==> src/rtl/lutram_fifo_pkg.sv <==
// Shared constants for RAM256X1D-based FIFOs and the pointer-to-address helper.
package lutram_fifo_pkg;

  localparam int unsigned LUTRAM_DEPTH = 256;
  localparam int unsigned LUTRAM_AW    = 8;

  // Pointers narrower than the RAM address keep their upper address bits at zero.
  function automatic logic [LUTRAM_AW-1:0] zext_ptr(input logic [LUTRAM_AW-1:0] ptr,
                                                    input int unsigned         aw);
    logic [LUTRAM_AW-1:0] mask;
    mask = LUTRAM_AW'((LUTRAM_DEPTH >> (LUTRAM_AW - aw)) - 1);
    return ptr & mask;
  endfunction

endpackage

==> src/rtl/lutram_fifo_ctrl.sv <==
// Controller for a FIFO of DW RAM256X1D columns: drives the write port and read address,
// and registers the asynchronous DPO data into a first-word-fall-through output stage.
module lutram_fifo_ctrl
  import lutram_fifo_pkg::*;
#(
  parameter int unsigned DW        = 8,
  parameter int unsigned AW        = 8,
  parameter int unsigned AFULL_LVL = 240
) (
  input  logic                 CLK,
  input  logic                 RST,
  input  logic                 FLUSH,
  input  logic                 S_VALID,
  output logic                 S_READY,
  input  logic [DW-1:0]        S_DATA,
  output logic                 M_VALID,
  input  logic                 M_READY,
  output logic [DW-1:0]        M_DATA,
  output logic [AW:0]          LEVEL,
  output logic                 ALMOST_FULL,
  output logic                 RAM_WE,
  output logic [LUTRAM_AW-1:0] RAM_A,
  output logic [DW-1:0]        RAM_D,
  output logic [LUTRAM_AW-1:0] RAM_DPRA,
  input  logic [DW-1:0]        RAM_DPO
);

  localparam logic [AW:0] FullCnt  = (AW+1)'(2**AW);
  localparam logic [AW:0] AfullCnt = (AW+1)'(AFULL_LVL);

  logic          rst_q;
  logic [AW-1:0] wr_ptr_q, wr_ptr_d;
  logic [AW-1:0] rd_ptr_q, rd_ptr_d;
  logic [AW:0]   cnt_q, cnt_d;
  logic          m_valid_q, m_valid_d;
  logic [DW-1:0] m_data_q, m_data_d;
  logic          afull_q, afull_d;
  logic          s_ready;
  logic          push;
  logic          load;

  always_comb begin
    // rst_q holds S_READY low for the first cycle after reset release
    s_ready   = !rst_q && (cnt_q != FullCnt);
    push      = S_VALID && s_ready && !FLUSH;
    load      = (cnt_q != '0) && (!m_valid_q || M_READY) && !FLUSH;
    wr_ptr_d  = wr_ptr_q;
    rd_ptr_d  = rd_ptr_q;
    cnt_d     = cnt_q;
    m_valid_d = m_valid_q;
    m_data_d  = m_data_q;
    afull_d   = afull_q;
    if (FLUSH) begin
      wr_ptr_d  = '0;
      rd_ptr_d  = '0;
      cnt_d     = '0;
      m_valid_d = 1'b0;
      m_data_d  = '0;
      afull_d   = 1'b0;
    end else begin
      if (push) begin
        wr_ptr_d = wr_ptr_q + AW'(1);
      end
      if (load) begin
        rd_ptr_d  = rd_ptr_q + AW'(1);
        m_valid_d = 1'b1;
        m_data_d  = RAM_DPO;
      end else if (m_valid_q && M_READY) begin
        m_valid_d = 1'b0;
      end
      unique case ({push, load})
        2'b10:   cnt_d = cnt_q + (AW+1)'(1);
        2'b01:   cnt_d = cnt_q - (AW+1)'(1);
        default: cnt_d = cnt_q;
      endcase
      afull_d = (cnt_d >= AfullCnt);
    end
  end

  always_ff @(posedge CLK or posedge RST) begin
    if (RST) begin
      rst_q     <= 1'b1;
      wr_ptr_q  <= '0;
      rd_ptr_q  <= '0;
      cnt_q     <= '0;
      m_valid_q <= 1'b0;
      m_data_q  <= '0;
      afull_q   <= 1'b0;
    end else begin
      rst_q     <= 1'b0;
      wr_ptr_q  <= wr_ptr_d;
      rd_ptr_q  <= rd_ptr_d;
      cnt_q     <= cnt_d;
      m_valid_q <= m_valid_d;
      m_data_q  <= m_data_d;
      afull_q   <= afull_d;
    end
  end

  assign S_READY     = s_ready;
  assign M_VALID     = m_valid_q;
  assign M_DATA      = m_data_q;
  assign LEVEL       = cnt_q + (AW+1)'(m_valid_q);
  assign ALMOST_FULL = afull_q;
  assign RAM_WE      = push;
  assign RAM_A       = zext_ptr(LUTRAM_AW'(wr_ptr_q), AW);
  assign RAM_D       = S_DATA;
  assign RAM_DPRA    = zext_ptr(LUTRAM_AW'(rd_ptr_q), AW);

endmodule

==> config.mk <==
export PLATFORM = sky130hd
export DESIGN_NAME = lutram_fifo_ctrl
export DESIGN_NICKNAME = d
export VERILOG_FILES = /design/src/rtl/lutram_fifo_pkg.sv /design/src/rtl/lutram_fifo_ctrl.sv
export SDC_FILE = /design/constraint.sdc
export NUM_CORES = 1
export LEC_CHECK = 0
export CORE_UTILIZATION = 47
export DETAILED_ROUTE_END_ITERATION = 10
export GPL_ROUTABILITY_DRIVEN = 0
export PLACE_DENSITY = 0.77
export SKIP_CTS_REPAIR_TIMING = 1
export SKIP_LAST_GASP = 1
export SLEW_MARGIN = 20
export SYNTH_ARGS = -nofsm -noshare
export SYNTH_HDL_FRONTEND = slang
export SYNTH_SLANG_ARGS = --single-unit
==> constraint.sdc <==
create_clock -name CLK -period 4.8 [get_ports CLK]
set_clock_uncertainty 0.1 [all_clocks]
set_input_delay 0.96 -clock CLK [delete_from_list [all_inputs] [get_ports CLK]]
set_output_delay 0.96 -clock CLK [all_outputs]
set_load 0.05 [all_outputs]
* Word-level counts from Yosys, hierarchy flattened
Cells that the tools add are included.
** Storage, ports and cells
- Output and inout port bits :: 45
- Word-level logic and storage cells :: 43
- Register bits after elaboration :: 36
** Operators by class
- Mux-type cells :: 13
- Add/sub/neg operators :: 5
- $lt $le $gt $ge :: 1
- Reduce and logical (&&, ||, !) cells :: 14
- Equality and inequality tests :: 3
** Operators by type and width (number)
- 8-bit two-way mux :: 6
- 9-bit two-way mux :: 2
- 9-bit case mux with 2 select lines :: 1
- 8-bit by 1-bit adder with 8-bit output, second input constant :: 2
- 9-bit by 1-bit adder with 9-bit output :: 1
- 9-bit by 1-bit adder with 9-bit output, second input constant :: 1
- 9-bit by 8-bit >= comparator with 1-bit output, second input constant :: 1
- 9-bit inequality test, second input constant :: 1
- 9-bit nonzero test :: 1
- 9-bit by 1-bit subtractor with 9-bit output, second input constant :: 1
- 1-bit logical AND :: 6
- 1-bit two-way mux :: 4
- 2-bit nonzero test :: 2
- 1-bit logical NOT :: 3
- 3-bit nonzero test :: 1
- 2-bit by 1-bit == test with 1-bit output, second input constant :: 1
- 2-bit == test, second input constant :: 1
- 1-bit logical OR :: 1

* Logic depth before layout (Yosys ltp)
- Depth after elaboration :: 9
- Mapped depth :: 14

* Worst setup path before layout
Ideal clock, no wire load.
- Kind :: input-to-reg
- From :: input S_VALID
- To :: register afull_q, in the netlist ALMOST_FULL
- Data required time :: 4.599 ns
- Stages on the path :: 12
- Arrival time :: 4.157 ns
- Path slack :: 0.442 ns
- Cell sequence :: inv_1 a311oi_4 nor2b_1 inv_1 ha_1 fa_1 a211oi_1 nor2_1 or3_1 a21oi_1 nand2b_1 o32ai_1
** Between the ends
- Longest elaborated chain between the ends :: 7
** Ends and longest elaborated chain
- start, declared :: line lutram_fifo_ctrl.sv:13 : input logic S_VALID,
- 1-bit logical AND * (2 in series) :: line lutram_fifo_ctrl.sv:45 : push = S_VALID && s_ready && !FLUSH;
- net RAM_WE :: line lutram_fifo_ctrl.sv:21 : output logic RAM_WE,
- 2-bit by 1-bit == test with 1-bit output / 2-bit == test (equally long branches) :: line lutram_fifo_ctrl.sv:71 : unique case ({push, load})
- 9-bit case mux with 2 select lines * :: line lutram_fifo_ctrl.sv:71
- 9-bit two-way mux * :: line lutram_fifo_ctrl.sv:53 : if (FLUSH) begin
- 9-bit by 8-bit >= comparator with 1-bit output * :: line lutram_fifo_ctrl.sv:76 : afull_d = (cnt_d >= AfullCnt);
- 1-bit two-way mux * :: line lutram_fifo_ctrl.sv:53
- net afull_d :: line lutram_fifo_ctrl.sv:37 : logic afull_q, afull_d;
- end signal, assigned :: line lutram_fifo_ctrl.sv:96 : afull_q <= afull_d;
- end, declared :: line lutram_fifo_ctrl.sv:37
The timed path passes the listed nets; every way through them passes the cells marked *. The select of a mux whose other input is x is not followed.
A chain may end at the register's enable or synchronous reset.

* Worst setup path in the final report
- From :: input S_VALID
- To :: register afull_q, in the netlist ALMOST_FULL
** Between the ends
- Longest elaborated chain between the ends :: 7
** Ends and longest elaborated chain (line)
- 1-bit logical AND * (2 in series) :: lutram_fifo_ctrl.sv:45
- 2-bit by 1-bit == test with 1-bit output / 2-bit == test (equally long branches) :: lutram_fifo_ctrl.sv:71
- 9-bit case mux with 2 select lines * :: lutram_fifo_ctrl.sv:71
- 9-bit two-way mux * :: lutram_fifo_ctrl.sv:53
- 9-bit by 8-bit >= comparator with 1-bit output * :: lutram_fifo_ctrl.sv:76
- 1-bit two-way mux * :: lutram_fifo_ctrl.sv:53
- net afull_d :: lutram_fifo_ctrl.sv:37
Marked as above.

==> impl_metrics.env <==
export IMPL_status="finished, final reports clean"
export IMPL_die_area_um2=4823
export IMPL_max_vdd_ir_drop_mv=0.4833
export IMPL_worstPathArrival_ns=4.04
export IMPL_hold_depth=2
export IMPL_final_util_pct=62.67
export IMPL_worstSetupPathType="in2reg"
export IMPL_p_sw_share_pct=48.67
export IMPL_drive_gt1_share_pct=6.589
export IMPL_power_density_nw_per_um2=698.3
export IMPL_crit_fanout=10
export IMPL_timing_final_ws_setup_ns=0.8441
export IMPL_dp_hpwl_um=3105
export IMPL_layout_common_cells="clkdlybuf4s50_1 (49), dfrtp_1 (35), nor2_1 (35)"
export IMPL_io_pins=66
export IMPL_first_pass_iters=4
export IMPL_drc=0
export IMPL_p_clk_share_pct=11.8
export IMPL_layout_cells_non_filler=310
export IMPL_dpl_instance_area_um2=2633
export IMPL_final_net_count=291
export IMPL_finalCriticalPeriod_ns=3.956
export IMPL_critPathLaunchType="input pin"
export IMPL_ys_warn_count=0
export IMPL_slew_violations=0
export IMPL_hp_class="reg2reg"
export IMPL_synthMuxAreaShare_pct=7.022
export IMPL_syn_num_nets=246
export IMPL_layout_commonest_cell="clkdlybuf4s50_1"
export IMPL_io_buffers=49
export IMPL_grt_total_usage_pct=18.92
export IMPL_intPower_uw=978.1
export IMPL_vias_per_cell=5.323
export IMPL_ctsRootBufferMaster="clkbuf_8"
export IMPL_synth_fa_ha_area_share_pct=7.958
export IMPL_syn_area_um2=2138
export IMPL_grt_max_degree=37
export IMPL_antenna_cells=0
export IMPL_synth_seq_area_share_pct=42.19
export IMPL_ys_flop_type="dfrtp_1"
export IMPL_finish_instance_area_um2=2729
export IMPL_synth_edf_count=0
export IMPL_num_rows=24
export IMPL_synth_xor_area_share_pct=10.65
export IMPL_cts_tree="done"
export IMPL_r2r_end="ALMOST_FULL$_DFF_PP0_"
export IMPL_placedCellCount=302
export IMPL_final_setup_viol_count=0
export IMPL_synth_compound_area_share_pct=9.245
export IMPL_min_to="M_DATA[5]$_DFFE_PP0P_"
export IMPL_clockBufferDepth=2
export IMPL_grt_pass1_vias=1641
export IMPL_tns_ns=0
export IMPL_wl_um=4253
export IMPL_synth_top_family_by_area="simple AND/OR/NAND/NOR gates"
export IMPL_synth_distinct_cells=38
export IMPL_synth_area_leader_cell="dfrtp_1"
export IMPL_syn_area_per_cell_um2=10.09
export IMPL_pre_cts_slack_ns=0.6165
export IMPL_fp_dieW_um=69.45
export IMPL_synth_top_cell_area_share_pct=40.96
export IMPL_h_tree_depth=2
export IMPL_crit_required_ns=4.88
export IMPL_die_h_um=69.45
export IMPL_r2r_setup_slack_ns=1.13
export IMPL_worst_hold_slack_ns=0.4283
export IMPL_p_leak_nw=1.287
export IMPL_regToRegStartpoint="cnt_q[6]$_DFF_PP0_"
export IMPL_synthCells=212
export IMPL_vias=1650
export IMPL_p_comb_share_pct=64.2
export IMPL_relSlewSlack_pct=65.63
export IMPL_synth_simple_gate_area_share_pct=17.79
export IMPL_max_freq_mhz=252.8
export IMPL_period_share_pct=82.41
export IMPL_total_power_mw=1.906
export IMPL_synth_area_leaders="dfrtp_1 (41%), ha_1 (7.0%), mux2i_1 (7.0%), nor2_1 (6.1%), xor2_1 (6.1%)"
export IMPL_tightest_slew_ns=0.5139
export IMPL_avgRoutedWirePerCell_um=13.72
export IMPL_drt_initial_drc_count=72
export IMPL_drv_cap=0
export IMPL_ys_ff_latch=36
export IMPL_clock_latency_ns=0.28
export IMPL_gr_total_overflow=0
export IMPL_start_util_pct=49.11
export IMPL_finalHoldViolations=0
export IMPL_hold_start="M_DATA[5]$_DFFE_PP0P_"
export IMPL_clk_pin_slew_ns=0.07
export IMPL_switchingPower_uw=927.4
export IMPL_cts_sinks=36
export IMPL_grt_antenna_before_repair=0
export IMPL_ant_nets=0
export IMPL_fill_cells=355
export IMPL_p_seq_share_pct=23.9
export IMPL_cts_buffers_inserted=5
export IMPL_grt_pass1_wl_um=7389
export IMPL_area_growth_pct=27.62
export IMPL_endpoint_kind="flop"
export IMPL_rsz0062_at_grt="false"
export IMPL_synthArstFlopShare_pct=100.0
export IMPL_core_area_um2=4354
export IMPL_worstRegToRegCells=12
-- critical path, cell delays in order --
cell and delay (ns):
clkdlybuf4s50_1 0.45, inv_1 0.06, a311oi_4 0.21, nor2b_1 0.23
inv_1 0.06, ha_1 0.34, fa_1 0.47, a211oi_1 0.30
nor2_1 0.08, or3_1 0.34, a21oi_1 0.20, nand2b_1 0.08
o32ai_1 0.24
-- cell families after synthesis --
logic type	after synthesis
AND/OR/NAND/NOR	74
flip-flops	36
AO/OA/AOI/OAI	28
XOR/XNOR	26
buffers and inverters	19
multiplexers	15
adder cells (fa/ha/maj)	13
other	1
-- area by class of cell --
type	count	area (µm²)	share of cell area [%]
multi-input cells	157	1130	41.40
flip-flops and latches	36	902.1	33.06
repair buffers	53	520.5	19.07
clock buffers	6	82.58	3.026
well taps	52	65.06	2.384
inverters	4	15.01	0.5502
clock inverters	2	13.76	0.5044
-- power groups by stage --
| stage | combinational (mW) | clock, mW | sequential [mW] |
|---|---|---|---|
| floorplan | 0.881 | 0 | 0.552 |
| global route | 1.33 | 0.248 | 0.465 |
| global placement | 1.22 | 0 | 0.460 |
| finish | 1.22 | 0.226 | 0.456 |
| CTS | 1.23 | 0.233 | 0.454 |
| detailed placement | 1.23 | 0 | 0.459 |
-- registers in the layout, summed over array words and instances (netlist names) --
signal and count:
cnt_q 9, M_DATA 8, RAM_A 8, RAM_DPRA 8, ALMOST_FULL 1, M_VALID 1, rst_q 1
-- synthesized netlist by cell type, drive strengths merged, types with 4 or more instances --
master / instances
nor2b: 4
o21ai: 4
xor2: 15
mux2i: 15
xnor2: 11
buf: 11
nand3: 5
clkbuf: 4
nand2: 7
ha: 12
nand4: 10
a21oi: 10
inv: 4
dfrtp: 35
nor2: 35
-- layer usage --
| metal | global-route usage [%] | vias to the layer above | part of all wire (%) |
|---|---|---|---|
| met5 | 0 | - | 0 |
| met4 | 4.082 | 0 | 0.33 |
| met3 | 5.523 | 2 | 5.7 |
| met2 | 30.64 | 44 | 46 |
| met1 | 25.19 | 787 | 48 |
| li1 | - | 817 | - |
-- worst max-delay path by stage --
| stage | from | endpoint | slack [ns] |
|---|---|---|---|
| after floorplan | S_VALID | ALMOST_FULL$_DFF_PP0_ | 0.44 |
| after global placement | S_VALID | ALMOST_FULL$_DFF_PP0_ | 0.70 |
| after detailed placement | S_VALID | ALMOST_FULL$_DFF_PP0_ | 0.62 |
| after CTS | S_VALID | ALMOST_FULL$_DFF_PP0_ | 0.88 |
| after global routing | S_VALID | ALMOST_FULL$_DFF_PP0_ | 0.65 |
| final | S_VALID | ALMOST_FULL$_DFF_PP0_ | 0.84 |
Note: power is estimated with default switching activity, not from simulation.
